File: config.mk
export PLATFORM = sky130hd
export DESIGN_NAME = pe_mac_sa
export DESIGN_NICKNAME = d
export VERILOG_FILES = /design/src/rtl/pe_mac_sa.sv
export SDC_FILE = /design/constraint.sdc
export NUM_CORES = 1
export LEC_CHECK = 0
export BUFFER_PORTS_ARGS = -buffer_cell sky130_fd_sc_hd__buf_2
export CAP_MARGIN = 10
export CORE_MARGIN = 1
export CORE_UTILIZATION = 56
export CTS_CLUSTER_DIAMETER = 50
export DETAILED_ROUTE_END_ITERATION = 6
export MAX_ROUTING_LAYER = met4
export PLACE_DENSITY = 0.78
export RECOVER_POWER = 25
export SLEW_MARGIN = 20
export SYNTH_ARGS = -nofsm -noshare
export SYNTH_HDL_FRONTEND = slang
export SYNTH_SLANG_ARGS = --single-unit
export TNS_END_PERCENT = 1
File: constraint.sdc
create_clock -name clk -period 5 [get_ports clk]
set_input_delay 0.5 -clock clk [delete_from_list [all_inputs] [get_ports clk]]
set_output_delay 0.5 -clock clk [all_outputs]
set_load 0.01 [all_outputs]
File: src/rtl/pe_mac_sa.sv
`default_nettype none
// +----------------------------------------------------------------------------+
// | Module  : pe_mac_sa                                                        |
// | Brief   : Weight-stationary MAC processing element with a local weight     |
// |           bank, saturating accumulation and systolic pass-through.         |
// | Revision: 1.0 - initial release                                            |
// +----------------------------------------------------------------------------+
module pe_mac_sa #(
  parameter int DATA_W     = 8,
  parameter int ACC_W      = 20,
  parameter int WBUF_DEPTH = 4,
  parameter bit SIGNED     = 1'b0,
  localparam int SEL_W     = $clog2(WBUF_DEPTH)
) (
  input  logic              clk,
  input  logic              rst,
  input  logic              activate,
  input  logic [1:0]        mode_i,
  input  logic              clr_i,
  input  logic [DATA_W-1:0] pe_in,
  input  logic              pe_in_vld,
  input  logic [DATA_W-1:0] pe_filter,
  input  logic [ACC_W-1:0]  psum_in,
  input  logic [SEL_W-1:0]  w_sel,
  output logic [DATA_W-1:0] pe_in_o,
  output logic              pe_in_vld_o,
  output logic [ACC_W-1:0]  pe_out,
  output logic              pe_out_vld,
  output logic              sat_o,
  output logic [SEL_W:0]    w_cnt_o
);

  localparam int       c_PROD_W      = 2 * DATA_W;
  localparam logic [1:0] c_MODE_SINGLE = 2'd0;
  localparam logic [1:0] c_MODE_LOAD   = 2'd1;
  localparam logic [1:0] c_MODE_SA     = 2'd2;

  logic [DATA_W-1:0] r_wbuf [WBUF_DEPTH];
  logic [ACC_W-1:0]  r_acc;
  logic [SEL_W-1:0]  r_wr_ptr;
  logic [1:0]        r_prev_mode;

  logic [ACC_W-1:0]  w_prod_f;
  logic [ACC_W-1:0]  w_prod_w;
  logic [ACC_W-1:0]  w_acc_base;
  logic [ACC_W:0]    w_single;
  logic [ACC_W:0]    w_sa;
  logic [SEL_W-1:0]  w_load_ptr;
  logic [SEL_W:0]    w_cnt_next;

  // Full-precision product, extended to the accumulator width.
  function automatic logic [ACC_W-1:0] mul_ext(input logic [DATA_W-1:0] a,
                                               input logic [DATA_W-1:0] b);
    logic [c_PROD_W-1:0] ea;
    logic [c_PROD_W-1:0] eb;
    logic [c_PROD_W-1:0] p;
    if (SIGNED) begin
      ea = c_PROD_W'($signed(a));
      eb = c_PROD_W'($signed(b));
    end else begin
      ea = c_PROD_W'(a);
      eb = c_PROD_W'(b);
    end
    p = ea * eb;
    if (SIGNED) return ACC_W'($signed(p));
    else        return ACC_W'(p);
  endfunction

  // Returns {overflow, clamped sum}.
  function automatic logic [ACC_W:0] sat_add(input logic [ACC_W-1:0] a,
                                             input logic [ACC_W-1:0] b);
    logic [ACC_W:0] s;
    if (SIGNED) begin
      s = {a[ACC_W-1], a} + {b[ACC_W-1], b};
      if (s[ACC_W] != s[ACC_W-1]) return {1'b1, s[ACC_W], {(ACC_W-1){~s[ACC_W]}}};
      else                         return {1'b0, s[ACC_W-1:0]};
    end else begin
      s = {1'b0, a} + {1'b0, b};
      if (s[ACC_W]) return {1'b1, {ACC_W{1'b1}}};
      else          return {1'b0, s[ACC_W-1:0]};
    end
  endfunction

  always_comb begin
    w_prod_f   = mul_ext(pe_in, pe_filter);
    w_prod_w   = mul_ext(pe_in, r_wbuf[w_sel]);
    w_acc_base = clr_i ? '0 : r_acc;
    w_single   = sat_add(w_acc_base, w_prod_f);
    w_sa       = sat_add(psum_in, w_prod_w);
    // A LOAD burst entered from any other mode restarts at entry 0.
    w_load_ptr = (r_prev_mode == c_MODE_LOAD) ? r_wr_ptr : '0;
    w_cnt_next = {1'b0, w_load_ptr} + (SEL_W + 1)'(1);
  end

  always_ff @(posedge clk or negedge rst) begin
    if (!rst) begin
      for (int i = 0; i < WBUF_DEPTH; i++) r_wbuf[i] <= '0;
      r_acc       <= '0;
      r_wr_ptr    <= '0;
      r_prev_mode <= c_MODE_SINGLE;
      pe_in_o     <= '0;
      pe_in_vld_o <= 1'b0;
      pe_out      <= '0;
      pe_out_vld  <= 1'b0;
      sat_o       <= 1'b0;
      w_cnt_o     <= '0;
    end else if (!activate) begin
      pe_out_vld  <= 1'b0;
      pe_in_vld_o <= 1'b0;
    end else begin
      r_prev_mode <= mode_i;
      pe_out_vld  <= 1'b0;
      pe_in_vld_o <= 1'b0;
      if (clr_i) begin
        r_acc <= '0;
        sat_o <= 1'b0;
      end
      case (mode_i)
        c_MODE_SINGLE: begin
          if (pe_in_vld) begin
            r_acc      <= w_single[ACC_W-1:0];
            pe_out     <= w_single[ACC_W-1:0];
            pe_out_vld <= 1'b1;
            sat_o      <= (sat_o & ~clr_i) | w_single[ACC_W];
          end
        end
        c_MODE_LOAD: begin
          r_wbuf[w_load_ptr] <= pe_filter;
          r_wr_ptr           <= w_load_ptr + SEL_W'(1);
          // Distinct entries written so far; bursts always fill from entry 0.
          if (w_cnt_next > w_cnt_o) w_cnt_o <= w_cnt_next;
        end
        c_MODE_SA: begin
          pe_in_o     <= pe_in;
          pe_in_vld_o <= pe_in_vld;
          if (pe_in_vld) begin
            pe_out     <= w_sa[ACC_W-1:0];
            pe_out_vld <= 1'b1;
            sat_o      <= (sat_o & ~clr_i) | w_sa[ACC_W];
          end
        end
        default: ;
      endcase
    end
  end

endmodule
`default_nettype wire
==> results.cfg <==
[routing]
drtPass1Iterations = 5
viasPerCell = 5.43
wl_met1_um = 9430
wl_per_cell_um = 16.6
drt_iter0_markers = 496
wl_met2_um = 12200
met3_length_um = 1060
wirelength_um = 23400
top_layer = met4
drcViolationCount = 0
vias = 7619
ant_nets = 0

[grt]
grt_pass1_vias = 8079
antenna_found_initial = 0
grt_pass1_wl_um = 39000
gr-usage-all-layers_pct = 29.7
grt_max_degree = 56
overflow = 0

[power]
power.density_mw_per_mm2 = 489
p_sw_w = 0.00241
p_int_w = 0.00308
p_total_w = 0.00550
clockPowerShare_pct = 13.1
p_sw_share_pct = 43.9
combPwrFrac_pct = 68.9
p_leak_nw = 6.01
p_seq_share_pct = 18.0
max-vdd-ir-drop_uv = 268

[timing]
layout_setup_ws_ns = -0.272
slew_headroom_pct = -30.8
clock.fmax_mhz = 190
hold_viol_final = 0
setup_viol = 21
finalClockSkew_ns = 0.00968
finalMaxSlewViolations = 37
period_share_pct = 105
finalCriticalPeriod_ns = 5.27
rsz0062_at_grt = yes
worst_pin_slew_ns = 1.96

[synth]
ys_warn_count = 0
ys_seq_area_share_pct = 23.9
synth_nets = 1252
ys_types = 56
async_reset_ff_share_pct = 100
synth-main-ff-cell = dfrtp_1
ys_seq_elements = 90
synthCells = 1018
synth_edf_count = 0
syn_avg_cell_area_um2 = 9.25
syn_area_mm2 = 0.00942

[floorplan]
die_x_um = 132
die_area_mm2 = 0.0173
initial_utilization_pct = 57.0
ioPinCount = 79
num_rows = 47
die_h_um = 132
core_area_mm2 = 0.0165

[cts]
clockBufferDepth = 2
h-tree-depth = 3
tritoncts = done
clk_latency_ns = 0.36
clk_pin_slew_ns = 0.07
cts_sinks = 90
post_cts_buffers = 0
cts_root_buf = clkbuf_16
ctsHoldBuffers = 0
numCtsBuffers = 9

[finish]
mostFrequentLayoutCells = inv_1 (198), nand2_1 (146), buf_4 (104)
fin_nets = 1413
antenna_cells = 0
layout_commonest_cell = inv_1
post-route-util_pct = 68.1
drive_above_1_share_pct = 23.8
syn2layout_area_growth_pct = 19.4

[setup_path]
path_buf_inv = 4
crit_cells = 19
startpoint_type = register
cp_common_cell = fa_1
cp_top_family = adder cells
cp_slowest_stage_delay_ns = 0.56
worst_path_max_delay_cell = fa_1
path_cells = mux4_2 > nand2_2 > fa_1 > inv_1 > fa_1 > fa_1 > inv_1 > fa_1 > inv_2 > ha_4 > and2_0 > o2111a_1 > o31ai_4 > a21oi_1 > a211o_1 > a311o_1 > buf_6 > o32ai_1 > o21ai_1
arrival_ns = 5.51
rr_worst_depth = 19
required_ns = 5.23
end_kind = register
critPathMaxFanout = 9
path_class = reg2reg

[placement]
gp_congestion = 0.898
pre_cts_slack_ns = -0.769
io_buffer_count = 78
dp_hpwl_um = 19100

[status]
status = finished with violations
violations = capacitance limit, slew limit, setup timing

[flow_run]
max_cap_viol_count = 1

[min_path]
whs_path_depth = 2
hold_path.class = reg2reg
## layout make-up
class	instances	area [um^2]
Inverter	199	747
Multi-Input combinational cell	690	6390
Tap cell	220	275
Fill cell	1276	5270
Timing Repair Buffer	189	1280
Clock buffer	10	239
Clock inverter	6	71.3
Sequential cell	90	2250
## synthesized netlist by cell type (4+ instances only)
library cell / number / area, um^2
xor2_1: 7 / 61.3
o211ai_1: 6 / 45.0
and2_1: 73 / 457
nand2b_1: 4 / 25.0
fa_1: 100 / 2000
o21ai_0: 12 / 60.1
o21ai_1: 43 / 215
nor3_1: 7 / 35.0
a21oi_1: 22 / 110
mux4_2: 8 / 180
o32ai_1: 16 / 140
nor2_1: 20 / 75.1
ha_1: 89 / 1110
buf_1: 4 / 15.0
nor2b_1: 11 / 68.8
a21o_1: 5 / 37.5
mux2_2: 42 / 473
o21a_1: 9 / 67.6
inv_1: 199 / 747
xnor2_1: 18 / 158
nand2_1: 151 / 567
dfrtp_1: 90 / 2250
clkbuf_1: 33 / 124
## layer usage
metal | GRT usage (%) | up-vias
met1 | 36.3 | 3820
li1 | - | 3562
met4 | 10.4 | 0
met5 | - | -
met3 | 4.13 | 35
met2 | 50.6 | 202
## timing repair
item	4_1_cts	5_1_grt
setup endpoints to repair	21	25
pin swaps	4	0
resized for setup	18	3
## registers in the layout (all words and copies together), names as in the netlist, 2 cells and up
| register | cells |
|---|---|
| pe_in_o | 8 |
| pe_out | 20 |
| r_acc | 20 |
| r_prev_mode | 2 |
| r_wbuf | 32 |
| r_wr_ptr | 2 |
| w_cnt_o | 3 |
## path summary, 6_finish.rpt
path	start	end	slack (ns)
worst max register to register	r_wbuf[0]$_DFFE_PN0P_	pe_out[11]$_DFFE_PN0P_	-0.27
worst min register to register	r_acc[11]$_DFFE_PN0P_	r_acc[11]$_DFFE_PN0P_	0.46
min in group asynchronous	rst	r_wbuf[20]$_DFFE_PN0P_	0.68
worst max-delay path	r_wbuf[0]$_DFFE_PN0P_	pe_out[11]$_DFFE_PN0P_	-0.27
max in group asynchronous	rst	sat_o$_DFFE_PN0P_	2.04
worst min-delay path	r_acc[11]$_DFFE_PN0P_	r_acc[11]$_DFFE_PN0P_	0.46
## through the flow
stage / hold WS, ns / instance area (um^2) / instances / TNS, ns
CTS: 0.0912 / 11200 / 1404 / -4.49
global placement: 0.442 / 10900 / 1388 / -14.03
detailed placement: 0.449 / 10900 / 1388 / -16.54
global route: 0.484 / 11300 / 1404 / -9.02
finish: 0.460 / 11300 / 1404 / -4.94
floorplan: 0.204 / 9500 / 1018 / -7.23
## worst min-delay path, stage by stage (launching register included)
cell	delay, ns
dfrtp_1	0.34
nand2_1	0.05
nand2_1	0.05
## power by group through the flow
stage	registers, W	logic, W	clock network (W)
after detailed placement	0.000996	0.00371	0
after CTS	0.000985	0.00379	0.000728
after global routing	0.00100	0.00422	0.000757
after floorplan	0.00101	0.00229	0
final	0.000988	0.00379	0.000719
after global placement	0.000990	0.00362	0
## cell families after synthesis
family / share of synthesized area [%]
AO/OA/AOI/OAI: 9.76
XOR/XNOR: 2.32
adder cells (fa/ha/maj): 33.1
buffers and inverters: 9.64
flip-flops: 23.9
multiplexers: 7.04
AND/OR/NAND/NOR: 14.3
(Power assumes the default switching activity.)
